--- config.mk ---
export PLATFORM = sky130hd
export DESIGN_NAME = memory_stage_ctrl
export DESIGN_NICKNAME = d
export VERILOG_FILES = /design/src/rtl/memory_stage_ctrl.sv
export SDC_FILE = /design/constraint.sdc
export NUM_CORES = 1
export LEC_CHECK = 0
export CAP_MARGIN = 20
export CORE_ASPECT_RATIO = 0.5
export CORE_MARGIN = 3
export CORE_UTILIZATION = 25
export CTS_CLUSTER_DIAMETER = 30
export CTS_CLUSTER_SIZE = 40
export DETAILED_ROUTE_END_ITERATION = 12
export DONT_BUFFER_PORTS = 1
export PLACE_DENSITY_LB_ADDON = 0.2
export SLEW_MARGIN = 20
export SYNTH_ARGS = -nofsm -noshare
export SYNTH_HDL_FRONTEND = slang
export SYNTH_SLANG_ARGS = --single-unit
--- constraint.sdc ---
create_clock -name clk -period 4.4 [get_ports clk]
set_clock_uncertainty 0.15 [all_clocks]
set_input_delay 0.44 -clock clk [delete_from_list [all_inputs] [get_ports clk]]
set_output_delay 0.44 -clock clk [all_outputs]
set_load 0.02 [all_outputs]
--- src/rtl/memory_stage_ctrl.sv ---
// rtl/memory_stage_ctrl.sv - memory stage: data-memory req/ack handshake, upstream stall, MEM/WB register
// A memory access holds the pipeline from its IDLE cycle through its last REQ cycle.
module memory_stage_ctrl #(
  parameter int DATA_W  = 16,
  parameter int ADDR_W  = 16,
  parameter int TIMEOUT = 16
) (
  input  logic              clk,
  input  logic              rst_n,
  input  logic              valid_in,
  input  logic              wbs_in,
  input  logic [1:0]        mm_in,
  input  logic              wm_in,
  input  logic              ni_in,
  input  logic [DATA_W-1:0] alu_result_in,
  input  logic [DATA_W-1:0] mem_data_in,
  output logic              stall,
  output logic              mem_req,
  output logic              mem_we,
  output logic [ADDR_W-1:0] mem_addr,
  output logic [DATA_W-1:0] mem_wdata,
  input  logic [DATA_W-1:0] mem_rdata,
  input  logic              mem_ack,
  output logic              wb_valid_out,
  output logic              wb_wbs_out,
  output logic              wb_ni_out,
  output logic [DATA_W-1:0] wb_data_out,
  output logic              err_out
);

  localparam int CNT_W = $clog2(TIMEOUT + 1);
  localparam logic [1:0] S_IDLE = 2'd0;
  localparam logic [1:0] S_REQ  = 2'd1;
  localparam logic [1:0] S_DONE = 2'd2;

  logic [1:0]        state_q, state_d;
  logic [CNT_W-1:0]  cnt_q, cnt_d;
  logic [DATA_W-1:0] alu_q, alu_d;
  logic [DATA_W-1:0] wdata_q, wdata_d;
  logic              we_q, we_d;
  logic              wbs_q, wbs_d;
  logic              ni_q, ni_d;
  logic              wb_valid_q, wb_valid_d;
  logic              wb_wbs_q, wb_wbs_d;
  logic              wb_ni_q, wb_ni_d;
  logic [DATA_W-1:0] wb_data_q, wb_data_d;
  logic              err_q, err_d;
  logic              access;

  // A store takes priority over a load when both are flagged.
  assign access = valid_in & (wm_in | (mm_in == 2'b01));

  always_comb begin
    state_d    = state_q;
    cnt_d      = cnt_q;
    alu_d      = alu_q;
    wdata_d    = wdata_q;
    we_d       = we_q;
    wbs_d      = wbs_q;
    ni_d       = ni_q;
    err_d      = err_q;
    wb_valid_d = 1'b0;
    wb_wbs_d   = 1'b0;
    wb_ni_d    = 1'b0;
    wb_data_d  = '0;
    case (state_q)
      S_IDLE: begin
        if (access) begin
          alu_d   = alu_result_in;
          wdata_d = mem_data_in;
          we_d    = wm_in;
          wbs_d   = wbs_in;
          ni_d    = ni_in;
          cnt_d   = '0;
          state_d = S_REQ;
        end else begin
          wb_valid_d = valid_in;
          wb_wbs_d   = wbs_in;
          wb_ni_d    = ni_in;
          wb_data_d  = (mm_in == 2'b10) ? mem_data_in : alu_result_in;
        end
      end
      S_REQ: begin
        if (mem_ack) begin
          wb_valid_d = 1'b1;
          wb_wbs_d   = wbs_q;
          wb_ni_d    = ni_q;
          wb_data_d  = we_q ? alu_q : mem_rdata;
          state_d    = S_DONE;
        end else if (cnt_q == CNT_W'(TIMEOUT - 1)) begin
          // Abort: retire the op anyway so the pipeline cannot deadlock.
          wb_valid_d = 1'b1;
          wb_wbs_d   = wbs_q;
          wb_ni_d    = ni_q;
          wb_data_d  = we_q ? alu_q : '0;
          err_d      = 1'b1;
          state_d    = S_DONE;
        end else begin
          cnt_d = cnt_q + CNT_W'(1);
        end
      end
      S_DONE:  state_d = S_IDLE;
      default: state_d = S_IDLE;
    endcase
  end

  always_ff @(posedge clk or negedge rst_n) begin
    if (!rst_n) begin
      state_q    <= S_IDLE;
      cnt_q      <= '0;
      alu_q      <= '0;
      wdata_q    <= '0;
      we_q       <= 1'b0;
      wbs_q      <= 1'b0;
      ni_q       <= 1'b0;
      err_q      <= 1'b0;
      wb_valid_q <= 1'b0;
      wb_wbs_q   <= 1'b0;
      wb_ni_q    <= 1'b0;
      wb_data_q  <= '0;
    end else begin
      state_q    <= state_d;
      cnt_q      <= cnt_d;
      alu_q      <= alu_d;
      wdata_q    <= wdata_d;
      we_q       <= we_d;
      wbs_q      <= wbs_d;
      ni_q       <= ni_d;
      err_q      <= err_d;
      wb_valid_q <= wb_valid_d;
      wb_wbs_q   <= wb_wbs_d;
      wb_ni_q    <= wb_ni_d;
      wb_data_q  <= wb_data_d;
    end
  end

  // stall is gated by rst_n so it drops during reset even with an access presented.
  assign stall        = rst_n & (((state_q == S_IDLE) & access) | (state_q == S_REQ));
  assign mem_req      = (state_q == S_REQ);
  assign mem_we       = we_q;
  assign mem_addr     = alu_q[ADDR_W-1:0];
  assign mem_wdata    = wdata_q;
  assign wb_valid_out = wb_valid_q;
  assign wb_wbs_out   = wb_wbs_q;
  assign wb_ni_out    = wb_ni_q;
  assign wb_data_out  = wb_data_q;
  assign err_out      = err_q;

endmodule

==> flow_summary.ini <==
[outcome]
status = completed

[drt]
drc = 0
via_count = 1710
firstDrtPassIters = 4
antenna_left = 0
drt_iter0_markers = 70
wire_per_inst_um = 19.56
drt-vias-per-instance = 4.790
drt-total-wl_um = 6982

[die]
core_area_um2 = 10480
chipHeight_um = 80.32
fp.dieW_um = 154.6
die-area_um2 = 12420
io_pins = 112
row_count = 26
start_util = 0.2636

[yosys]
ys.flop_type = dfrtp_1
async_flop_share = 1.000
syn_inst = 207
yosys-top-cells-area = dfrtp_1, mux2_2, mux2i_1, a22oi_2, buf_6
ys_ff_latch = 62
yosysMostFrequentCell = dfrtp_1
synth_area_per_cell_um2 = 13.34
yosysWarnings = 0
synth.distinct_cells = 33
synth-seq-area-share = 0.5618
syn-cell-area_um2 = 2761
synth_edf_count = 0
synth_top_area_share = 0.5618
synthTopCellsByCount = dfrtp_1, mux2_2, mux2i_1
synth_top_cell_by_area = dfrtp_1
synth_nets = 266

[clock_network]
cts_resized = 0
cts_setup_buffers = 0
clk_pin_slew_worst_paths_ps = 50
cts-root-buf = clkbuf_16
clock_latency_ps = 320
cts_buffers = 9
cts_sinks = 62
htree_levels = 3
cts_hold_buf = 2
ctsLongestPathBuffers = 2
cts_tree = yes

[hold_path]
min_path_type = in2reg
hold_end = mem_wdata[1]
whs_path_depth = 1
hp-start = mem_data_in[1]

[grt]
antenna_found_initial = 0
track_usage = 0.1149
grt_pass1_vias = 1867
grt_start_max_net_pins = 63
grt_pass1_wl_um = 10850
gr-total-overflow = 0

[cells_and_area]
n_antenna_cell = 0
synthToLayoutAreaGrowth_pct = 17.85
drive_above_1_share = 0.3180
nNetsFinal = 271

[power]
leakage_uw = 0.001348
power.density_nw_per_um2 = 659.7
total_power_uw = 2147
irDropWorstVdd_uv = 194.0

[worst_setup_path]
worstReg2RegStart = cnt_q[0]
critPathKind = reg2out
timing.rr.end = wb_data_out[3]
end_kind = primary output
cp_max_fo = 28
arrival_ps = 2180
cp.required_ps = 3810
worstSetupStartpointType = flip-flop
reg2reg_slack_ps = 2290
reg2reg_depth = 7

[place]
routabilityCongestion = 0.6987
numPortBuffers = 0
dp_hpwl_um = 4906

[timing]
fin_crit_ps = 2771
tightest_slew_ps = 950.2
hold_viol = 0
setup_viol = 0
slew_headroom = 0.3645
tns_ps = 0
whs_ps = 97.24
drv_slew = 0
fin_crit_sh = 0.6298
fmax_mhz = 360.9
rsz0062_at_grt = no

[flow_run]
drv_cap = 0
-- registers in the layout, indices dropped and copies added (netlist names) --
| signal | count |
|---|---|
| wb_ni_out | 1 |
| mem_wdata | 16 |
| err_out | 1 |
| wb_wbs_out | 1 |
| mem_we | 1 |
| ni_q | 1 |
| wbs_q | 1 |
| cnt_q | 5 |
| wb_valid_out | 1 |
| wb_data_out | 16 |
| state_q | 2 |
| mem_addr | 16 |
-- final cells by class --
class                           instances  area [um^2]
Clock buffer                           11        242.7
Multi-Input combinational cell        129         1101
Fill cell                            1061         7221
Inverter                                6        25.02
Sequential cell                        62         1551
Tap cell                              140        175.2
Timing Repair Buffer                    4        52.55
Clock inverter                          5        106.4
-- worst max path at each step --
| stage | depth (start not counted) | end | start |
|---|---|---|---|
| 2_1_floorplan | 4 | stall | mm_in[0] |
| 3_3_place_gp | 4 | stall | mm_in[0] |
| 3_5_place_dp | 4 | stall | mm_in[0] |
| 4_1_cts | 4 | stall | state_q[0] |
| 5_1_grt | 4 | stall | state_q[0] |
| 6_report | 4 | stall | state_q[0] |
-- cell families after synthesis --
family,Yosys count,synth area share
compound gates,46,0.1291
fa+ha+maj,2,0.009061
buf+inv,16,0.04032
flops,62,0.5618
mux,49,0.1926
simple gates,32,0.06706
-- power by group --
| part | internal (uW) | leakage [uW] | switching, uW |
|---|---|---|---|
| Sequential | 733 | 0.000763 | 314 |
| Clock | 569 | 0.000166 | 249 |
| Combinational | 141 | 0.000419 | 140 |
| Total | 1440 | 0.00135 | 703 |
-- critical path: stages (launching register included) --
cell and delay, ps:
dfrtp_1 440, nor2_2 180, o211ai_4 270, buf_4 350, a21boi_0 590
-- metrics by stage --
step / setup slack (ps) / area [um^2] / utilization / instances
floorplan: 2309 / 2761 / - / 207
CTS: 1590 / 3254 / 0.3107 / 357
global placement: 1856 / 2868 / 0.2738 / 339
detailed placement: 1812 / 2868 / 0.2738 / 339
finish: 1629 / 3254 / 0.3107 / 357
global route: 1456 / 3254 / 0.3107 / 357
-- layer usage --
layer	global-route usage	routed length, um
met1	0.1324	2862
met2	0.1865	3385
met3	0.05597	626
met4	0.04317	108
met5	0	0
-- layout by cell type (no fill, tap or decap), drive strengths merged, types with 2 or more instances in the layout --
| cell type | instances |
|---|---|
| o21ai | 22 |
| a2111o | 2 |
| inv | 6 |
| dfrtp | 62 |
| nor2 | 5 |
| ha | 2 |
| clkbuf | 11 |
| and3 | 3 |
| nand2 | 10 |
| nor2b | 2 |
| buf | 3 |
| a31oi | 2 |
| nand3 | 8 |
| mux2i | 16 |
| mux2 | 33 |
| bufinv | 3 |
| a22oi | 15 |
(Power assumes the default switching activity.)
